## src/rtl/reg_file_2r1w.sv

```systemverilog
// reg_file_2r1w: DATA_W x DEPTH register bank, two combinational read ports, one write port, bulk-clear engine.
// Latency: reads 0 cycles (optional same-cycle write bypass), writes 1 cycle, bulk clear exactly DEPTH cycles.
// Backpressure: none; writes and clear requests arriving while busy is high are silently dropped.
// Optional build macro REGFILE_ZERO_REG_EN: entry 0 is hardwired to zero and writes to it are dropped.
module reg_file_2r1w #(
    parameter int DATA_W = 16,
    parameter int DEPTH  = 8,
    parameter int BYPASS = 1,
    localparam int ADDR_W = $clog2(DEPTH)
) (
    input  logic              clk,
    input  logic              reset,
    input  logic              wr_en,
    input  logic [ADDR_W-1:0] wr_addr,
    input  logic [DATA_W-1:0] wr_data,
    input  logic [ADDR_W-1:0] rd_addr_a,
    output logic [DATA_W-1:0] rd_data_a,
    input  logic [ADDR_W-1:0] rd_addr_b,
    output logic [DATA_W-1:0] rd_data_b,
    input  logic              clr_req,
    output logic              busy
);

    localparam logic [0:0] ST_IDLE  = 1'b0;
    localparam logic [0:0] ST_CLEAR = 1'b1;

    // One extra bit so the range check also works when DEPTH is a power of two.
    localparam logic [ADDR_W:0]   DEPTH_X  = (ADDR_W + 1)'(DEPTH);
    // Terminal count is DEPTH-1 rather than counter wrap, so odd depths stop correctly.
    localparam logic [ADDR_W-1:0] LAST_IDX = ADDR_W'(DEPTH - 1);

`ifdef REGFILE_ZERO_REG_EN
    localparam bit ZERO_REG = 1'b1;
`else
    localparam bit ZERO_REG = 1'b0;
`endif

    logic [0:0]        state_q, state_d;
    logic [ADDR_W-1:0] cnt_q, cnt_d;
    logic [DATA_W-1:0] mem_q [DEPTH];
    logic [DATA_W-1:0] mem_d [DEPTH];

    logic wr_accept;
    logic rd_a_ok;
    logic rd_b_ok;

    // A write lands only in IDLE, in range, and not on a hardwired-zero slot.
    assign wr_accept = (state_q == ST_IDLE) && wr_en
                       && ({1'b0, wr_addr} < DEPTH_X)
                       && !(ZERO_REG && (wr_addr == '0));

    assign rd_a_ok = ({1'b0, rd_addr_a} < DEPTH_X) && !(ZERO_REG && (rd_addr_a == '0));
    assign rd_b_ok = ({1'b0, rd_addr_b} < DEPTH_X) && !(ZERO_REG && (rd_addr_b == '0));

    assign busy = (state_q == ST_CLEAR);

    // Next-state for storage, clear sequencer and its counter.
    always_comb begin
        mem_d   = mem_q;
        state_d = state_q;
        cnt_d   = cnt_q;
        case (state_q)
            ST_IDLE: begin
                // Write first: a same-cycle clear request still zeroes this entry later.
                if (wr_accept) begin
                    mem_d[wr_addr] = wr_data;
                end
                if (clr_req) begin
                    state_d = ST_CLEAR;
                    cnt_d   = '0;
                end
            end
            ST_CLEAR: begin
                mem_d[cnt_q] = '0;
                if (cnt_q == LAST_IDX) begin
                    state_d = ST_IDLE;
                    cnt_d   = '0;
                end else begin
                    cnt_d = cnt_q + ADDR_W'(1);
                end
            end
            default: begin
                state_d = ST_IDLE;
                cnt_d   = '0;
            end
        endcase
    end

    // State registers; reset clears the whole bank at once and aborts any clear in flight.
    always_ff @(posedge clk or posedge reset) begin
        if (reset) begin
            state_q <= ST_IDLE;
            cnt_q   <= '0;
            for (int i = 0; i < DEPTH; i++) begin
                mem_q[i] <= '0;
            end
        end else begin
            state_q <= state_d;
            cnt_q   <= cnt_d;
            mem_q   <= mem_d;
        end
    end

    // Read port A: stored value, overridden by the in-flight write when bypass is enabled.
    always_comb begin
        rd_data_a = '0;
        if (rd_a_ok) begin
            rd_data_a = mem_q[rd_addr_a];
        end
        if ((BYPASS != 0) && wr_accept && (wr_addr == rd_addr_a)) begin
            rd_data_a = wr_data;
        end
    end

    // Read port B: identical to port A, fully independent address.
    always_comb begin
        rd_data_b = '0;
        if (rd_b_ok) begin
            rd_data_b = mem_q[rd_addr_b];
        end
        if ((BYPASS != 0) && wr_accept && (wr_addr == rd_addr_b)) begin
            rd_data_b = wr_data;
        end
    end

endmodule
```

## config.mk

```make
export PLATFORM = sky130hd
export DESIGN_NAME = reg_file_2r1w
export DESIGN_NICKNAME = d
export VERILOG_FILES = /design/src/rtl/reg_file_2r1w.sv
export SDC_FILE = /design/constraint.sdc
export NUM_CORES = 1
export LEC_CHECK = 0
export BUFFER_PORTS_ARGS = -buffer_cell sky130_fd_sc_hd__buf_2
export CORE_MARGIN = 2
export CORE_UTILIZATION = 55
export DETAILED_ROUTE_END_ITERATION = 10
export PLACE_DENSITY = 0.74
export SLEW_MARGIN = 30
export SYNTH_ARGS = -nofsm -noshare
export SYNTH_HDL_FRONTEND = slang
export SYNTH_SLANG_ARGS = --single-unit
```

## constraint.sdc

```tcl
create_clock -name clk -period 5.69 [get_ports clk]
set_clock_uncertainty 0.15 [all_clocks]
set_input_delay 0.8535 -clock clk [delete_from_list [all_inputs] [get_ports clk]]
set_output_delay 0.8535 -clock clk [all_outputs]
set_load 0.005 [all_outputs]
```

# After elaboration in Yosys (flattened, before gate mapping)
# Cells that the tools add are included.
[totals] output_inout_bits=33 word_cells=55 reg_bits=132
[op_classes] n_lt_le_gt_ge=6 n_mux=21 bitwise_logic=7 n_addsub=1 n_reduce_logical=5 n_eq_ne=5
[op_table] cell="128-bit one-hot mux with 2 select lines" count=1
[op_table] cell="128-bit AND" count=1
[op_table] cell="128-bit bitwise mux" count=1
[op_table] cell="128-bit two-way mux" count=1
[op_table] cell="16-bit two-way mux" count=8
[op_table] cell="128-bit inverter" count=1
[op_table] cell="16-bit binary-select mux with 3-bit select" count=2
[op_table] cell="16-bit demux with 3-bit select" count=2
[op_table] cell="4-bit >= comparator (second input constant)" count=4
[op_table] cell="3-bit inverter with 4-bit output" count=4
[op_table] cell="4-bit by 1-bit < comparator with 1-bit output (second input constant)" count=2
[op_table] cell="3-bit == test" count=2
[op_table] cell="3-bit two-way mux" count=2
[op_table] cell="3-bit one-hot mux with 2 select lines" count=1
[op_table] cell="1-bit logical AND" count=5
[op_table] cell="2-bit inequality test (second input constant)" count=2
[op_table] cell="3-bit by 1-bit adder with 3-bit output (second input constant)" count=1
[op_table] cell="3-bit == test (second input constant)" count=1
[op_table] cell="1-bit two-way mux" count=2
[op_table] cell="1-bit one-hot mux with 2 select lines" count=1
[op_table] cell="1-bit inverter" count=1

# Depth between registers and ports, before layout
[logic_depth] word_depth=8 depth_mapped=6 mapped_depth_nobuf=5

# Worst setup path after synthesis
# OpenSTA, ideal clock, no wires.
[synth_path] path_type="input-to-output" startpoint="in rd_addr_b[1]" endpoint="out rd_data_b[10]" t_arrival_ps=2239 stages=5 required_ps=4687 path_buffers=2 slack_ps=2448 path_cell_list="clkbuf_1 -> clkbuf_1 -> mux4_2 -> mux2_2 -> mux2_2"
[synth_between] elab_chain_cells=5
[synth_lines] element="from (decl)" line_no="18" source="input logic [ADDR_W-1:0] rd_addr_b,"
[synth_lines] element="3-bit inverter with 4-bit output (not written as such)" line_no="119" source="rd_data_b = mem_q[rd_addr_b];"
[synth_lines] element="16-bit binary-select mux with 3-bit select" line_no="119"
[synth_lines] element="16-bit two-way mux (not written as such) (2 in series)" line_no="119"
[synth_lines] element="16-bit two-way mux (*)" line_no="121" source="if ((BYPASS != 0) && wr_accept && (wr_addr == rd_addr_b)) begin"
[synth_lines] element="to (decl)" line_no="19" source="output logic [DATA_W-1:0] rd_data_b,"
# Every way passes the cells marked *; elsewhere a longest branch is shown, timed or not. The select of a mux whose other input is x is not followed.

# Worst setup path in the final report
[layout_path] startpoint="in rd_addr_b[0]" endpoint="out rd_data_b[2]"
# Same word-level chain as after synthesis.

==> flow_metrics.tcl <==
set metrics [dict create \
    hold_path.class "reg2reg" \
    drive_above_1_share_pct 34.3 \
    num_rows 43 \
    grt-ovfl-total 0 \
    synth_cell_types 37 \
    crit_path_cell_trace "buf_2 > buf_4 > mux4_1 > mux2_2 > mux2_2 > buf_2" \
    cts_buffers 17 \
    ant_nets 0 \
    grt_pass1_vias 5508 \
    setup_viol 0 \
    drv_slew 0 \
    leakage_nw 4.26 \
    first_iter_violations 688 \
    rsz0062_at_grt "no" \
    cts_max_level 4 \
    avgSynthCellArea_sq_um 15.2 \
    wl_met3_um 1800 \
    tightest_slew_ns 1.05 \
    p_seq_share_pct 39.8 \
    synthesis.area_sq_mm 0.00769 \
    root_buffer "clkbuf_16" \
    final.period_utilization_pct 72.5 \
    final_nets 572 \
    p_int_mw 2.36 \
    antennaDiodeCount 0 \
    vias_per_cell 7.20 \
    wl_per_cell_um 28.1 \
    firstDrtPassIters 5 \
    hold_ws_ns 0.361 \
    die_w_um 122 \
    arrival_ns 3.12 \
    clock_path_buffers 2 \
    pin_count 62 \
    crit_path_top_delay_cell "buf_2" \
    grt_pass1_wl_um 32000 \
    postLayoutCoreUtil_pct 61.7 \
    hold_depth 1 \
    fmax_mhz 243 \
    ctsResizeCount 0 \
    critPathKind "in2out" \
    post-place-ws_ns 1.55 \
    cp_top_family "buffers and inverters" \
    fin_ws_ns 1.57 \
    netlist_instances 506 \
    ctsHoldBuffers 0 \
    end_kind "output pin" \
    wl_met2_um 10100 \
    rrSetupSlack_ns 3.13 \
    dr.max_layer_used "met5" \
    placedInstanceArea_sq_mm 0.00791 \
    syn-num-nets 537 \
    grt_usage_pct 29.6 \
    whs_endpoint "mem_q[113]" \
    tritoncts "done" \
    die_area_sq_mm 0.0149 \
    start_kind "primary input" \
    p_per_area_mw_per_mm2 408 \
    wirelength_um 20700 \
    dp_hpwl_um 11400 \
    clock_sinks 132 \
    ys_ff_latch 132 \
    worstReg2RegEnd "mem_q[59]" \
    min_from "mem_q[113]" \
    power.total_mw 3.47 \
    worstPathRequired_ns 4.69 \
    power.switching_mw 1.11 \
    maxCapViolations 0 \
    wirelength_met1_um 8220 \
    stdcell_area_sq_mm 0.00850 \
    finalCriticalPeriod_ns 4.12 \
    areaGrowthSynthToFinish_pct 10.5 \
    post_cts_buffers 0 \
    sw_frac_of_total_pct 32.0 \
    path_buf_inv 3 \
    r2r-start "busy" \
    core_sq_mm 0.0138 \
    outcome "finished, final reports clean" \
    insertion_delay_ns 0.43 \
    comb_power_share_pct 28.6 \
    drcViolationCount 0 \
    ys_warn_count 0 \
    hold_violations 0 \
    layout.cells.non_filler 734 \
    r2r_cells 3 \
    port_buffers 61 \
    worst_ir_drop_vdd_uv 251 \
    antenna_found_initial 1 \
    relSlewSlack_pct 30.1 \
    worst-path-max-fanout 29 \
    max_stage_delay_ns 0.72 \
    clk_pin_slew_ns 0.06 \
    die_h_um 122 \
    dp_cells 702 \
    vias 5283 \
    ys_seq_area_share_pct 42.9 \
    place_congestion 0.807 \
    clkPwrFrac_pct 31.6 \
    grt_max_degree 90 \
    fin_setup_tns_ns 0 \
    initial_core_util_pct 55.9 \
]
==> area by class of cell <==
class	count	area, sq um
fillers	1044	5270
multi-input cells	313	3970
flip-flops and latches	132	3300
clock buffers	18	429
repair buffers	75	410
well taps	180	225
clock inverters	14	156
inverters	2	12.5
==> power groups by stage <==
stage,clock (mW),sequential (mW),combinational [mW]
after floorplan,0,1.29,0.737
after global placement,0,1.35,0.952
after detailed placement,0,1.38,0.981
after CTS,1.10,1.37,0.989
after global routing,1.14,1.41,1.06
final,1.09,1.38,0.993
==> per-layer routing <==
layer  vias to the layer above  global-route usage (%)
met4                         2                    12.5
met2                       304                    46.1
met3                        48                    6.74
li1                       2175                       -
met1                      2754                    40.2
met5                         -                       0
==> state kept, by name (all words and copies together) (netlist names) <==
signal  count
cnt_q       3
mem_q     128
busy        1
==> placed cells by master, fill, tap and decap left out, types with 4 or more instances in the layout <==
| cell | instances |
|---|---|
| a21oi_1 | 7 |
| a22o_1 | 128 |
| buf_2 | 61 |
| buf_4 | 14 |
| clkbuf_16 | 17 |
| clkinv_4 | 7 |
| dfrtp_1 | 132 |
| mux2_2 | 53 |
| mux2_4 | 11 |
| mux4_1 | 56 |
| mux4_2 | 7 |
| nand2_1 | 4 |
| nand2b_1 | 5 |
| nor2_1 | 4 |
| xnor2_1 | 6 |
==> kinds of logic after synthesis <==
family                     Yosys count  synth area share [%]
AOI/OAI and AO/OA                  140                  15.5
muxes                              128                  31.4
DFF                                132                  42.9
adders and majority gates            2                 0.325
and+or+nand+nor                     37                  3.25
buffers and inverters               61                  5.94
xor gates and xnor gates             6                 0.683
==> worst reg2reg max path, stage by stage (launching register included) <==
cell and delay [ns]:
dfrtp_1 0.57, or3b_2 0.65, nor2_2 0.84, a22o_1 0.28
==> worst max path at each step <==
stage,from,to,slack [ns],cells after the start
finish,rd_addr_b[0],rd_data_b[2],1.57,6
global route,rd_addr_b[0],rd_data_b[3],1.50,6
CTS,rd_addr_b[0],rd_data_b[2],1.55,6
detailed placement,rd_addr_b[0],rd_data_b[2],1.55,6
global placement,rd_addr_b[0],rd_data_b[2],1.59,6
floorplan,reset,busy,1.16,1
==> synthesized netlist by cell type <==
master | number | area share [%]
a21oi_1 | 7 | 0.46
a22o_1 | 128 | 15
a32oi_1 | 2 | 0.23
and2_1 | 1 | 0.081
and2b_2 | 1 | 0.11
and3b_1 | 1 | 0.11
and4_1 | 1 | 0.11
and4b_1 | 3 | 0.39
buf_1 | 8 | 0.39
buf_2 | 11 | 0.72
buf_4 | 1 | 0.098
buf_6 | 8 | 1.2
clkbuf_1 | 16 | 0.78
clkbuf_8 | 15 | 2.7
dfrtp_1 | 132 | 43
ha_1 | 2 | 0.33
inv_1 | 2 | 0.098
mux2_2 | 53 | 7.8
mux2_4 | 11 | 2.1
mux4_1 | 56 | 19
mux4_2 | 7 | 2.0
mux4_4 | 1 | 0.33
nand2_1 | 4 | 0.20
nand2b_1 | 5 | 0.41
nand3b_1 | 1 | 0.098
nand4_1 | 1 | 0.081
nand4_2 | 1 | 0.16
nor2_1 | 7 | 0.34
nor2_2 | 3 | 0.24
nor2b_1 | 2 | 0.16
nor3_1 | 1 | 0.065
nor3_4 | 1 | 0.21
nor3b_1 | 1 | 0.098
nor4bb_1 | 2 | 0.26
o21ai_0 | 3 | 0.20
or3b_2 | 1 | 0.11
xnor2_1 | 6 | 0.68
(Power assumes the default switching activity.)
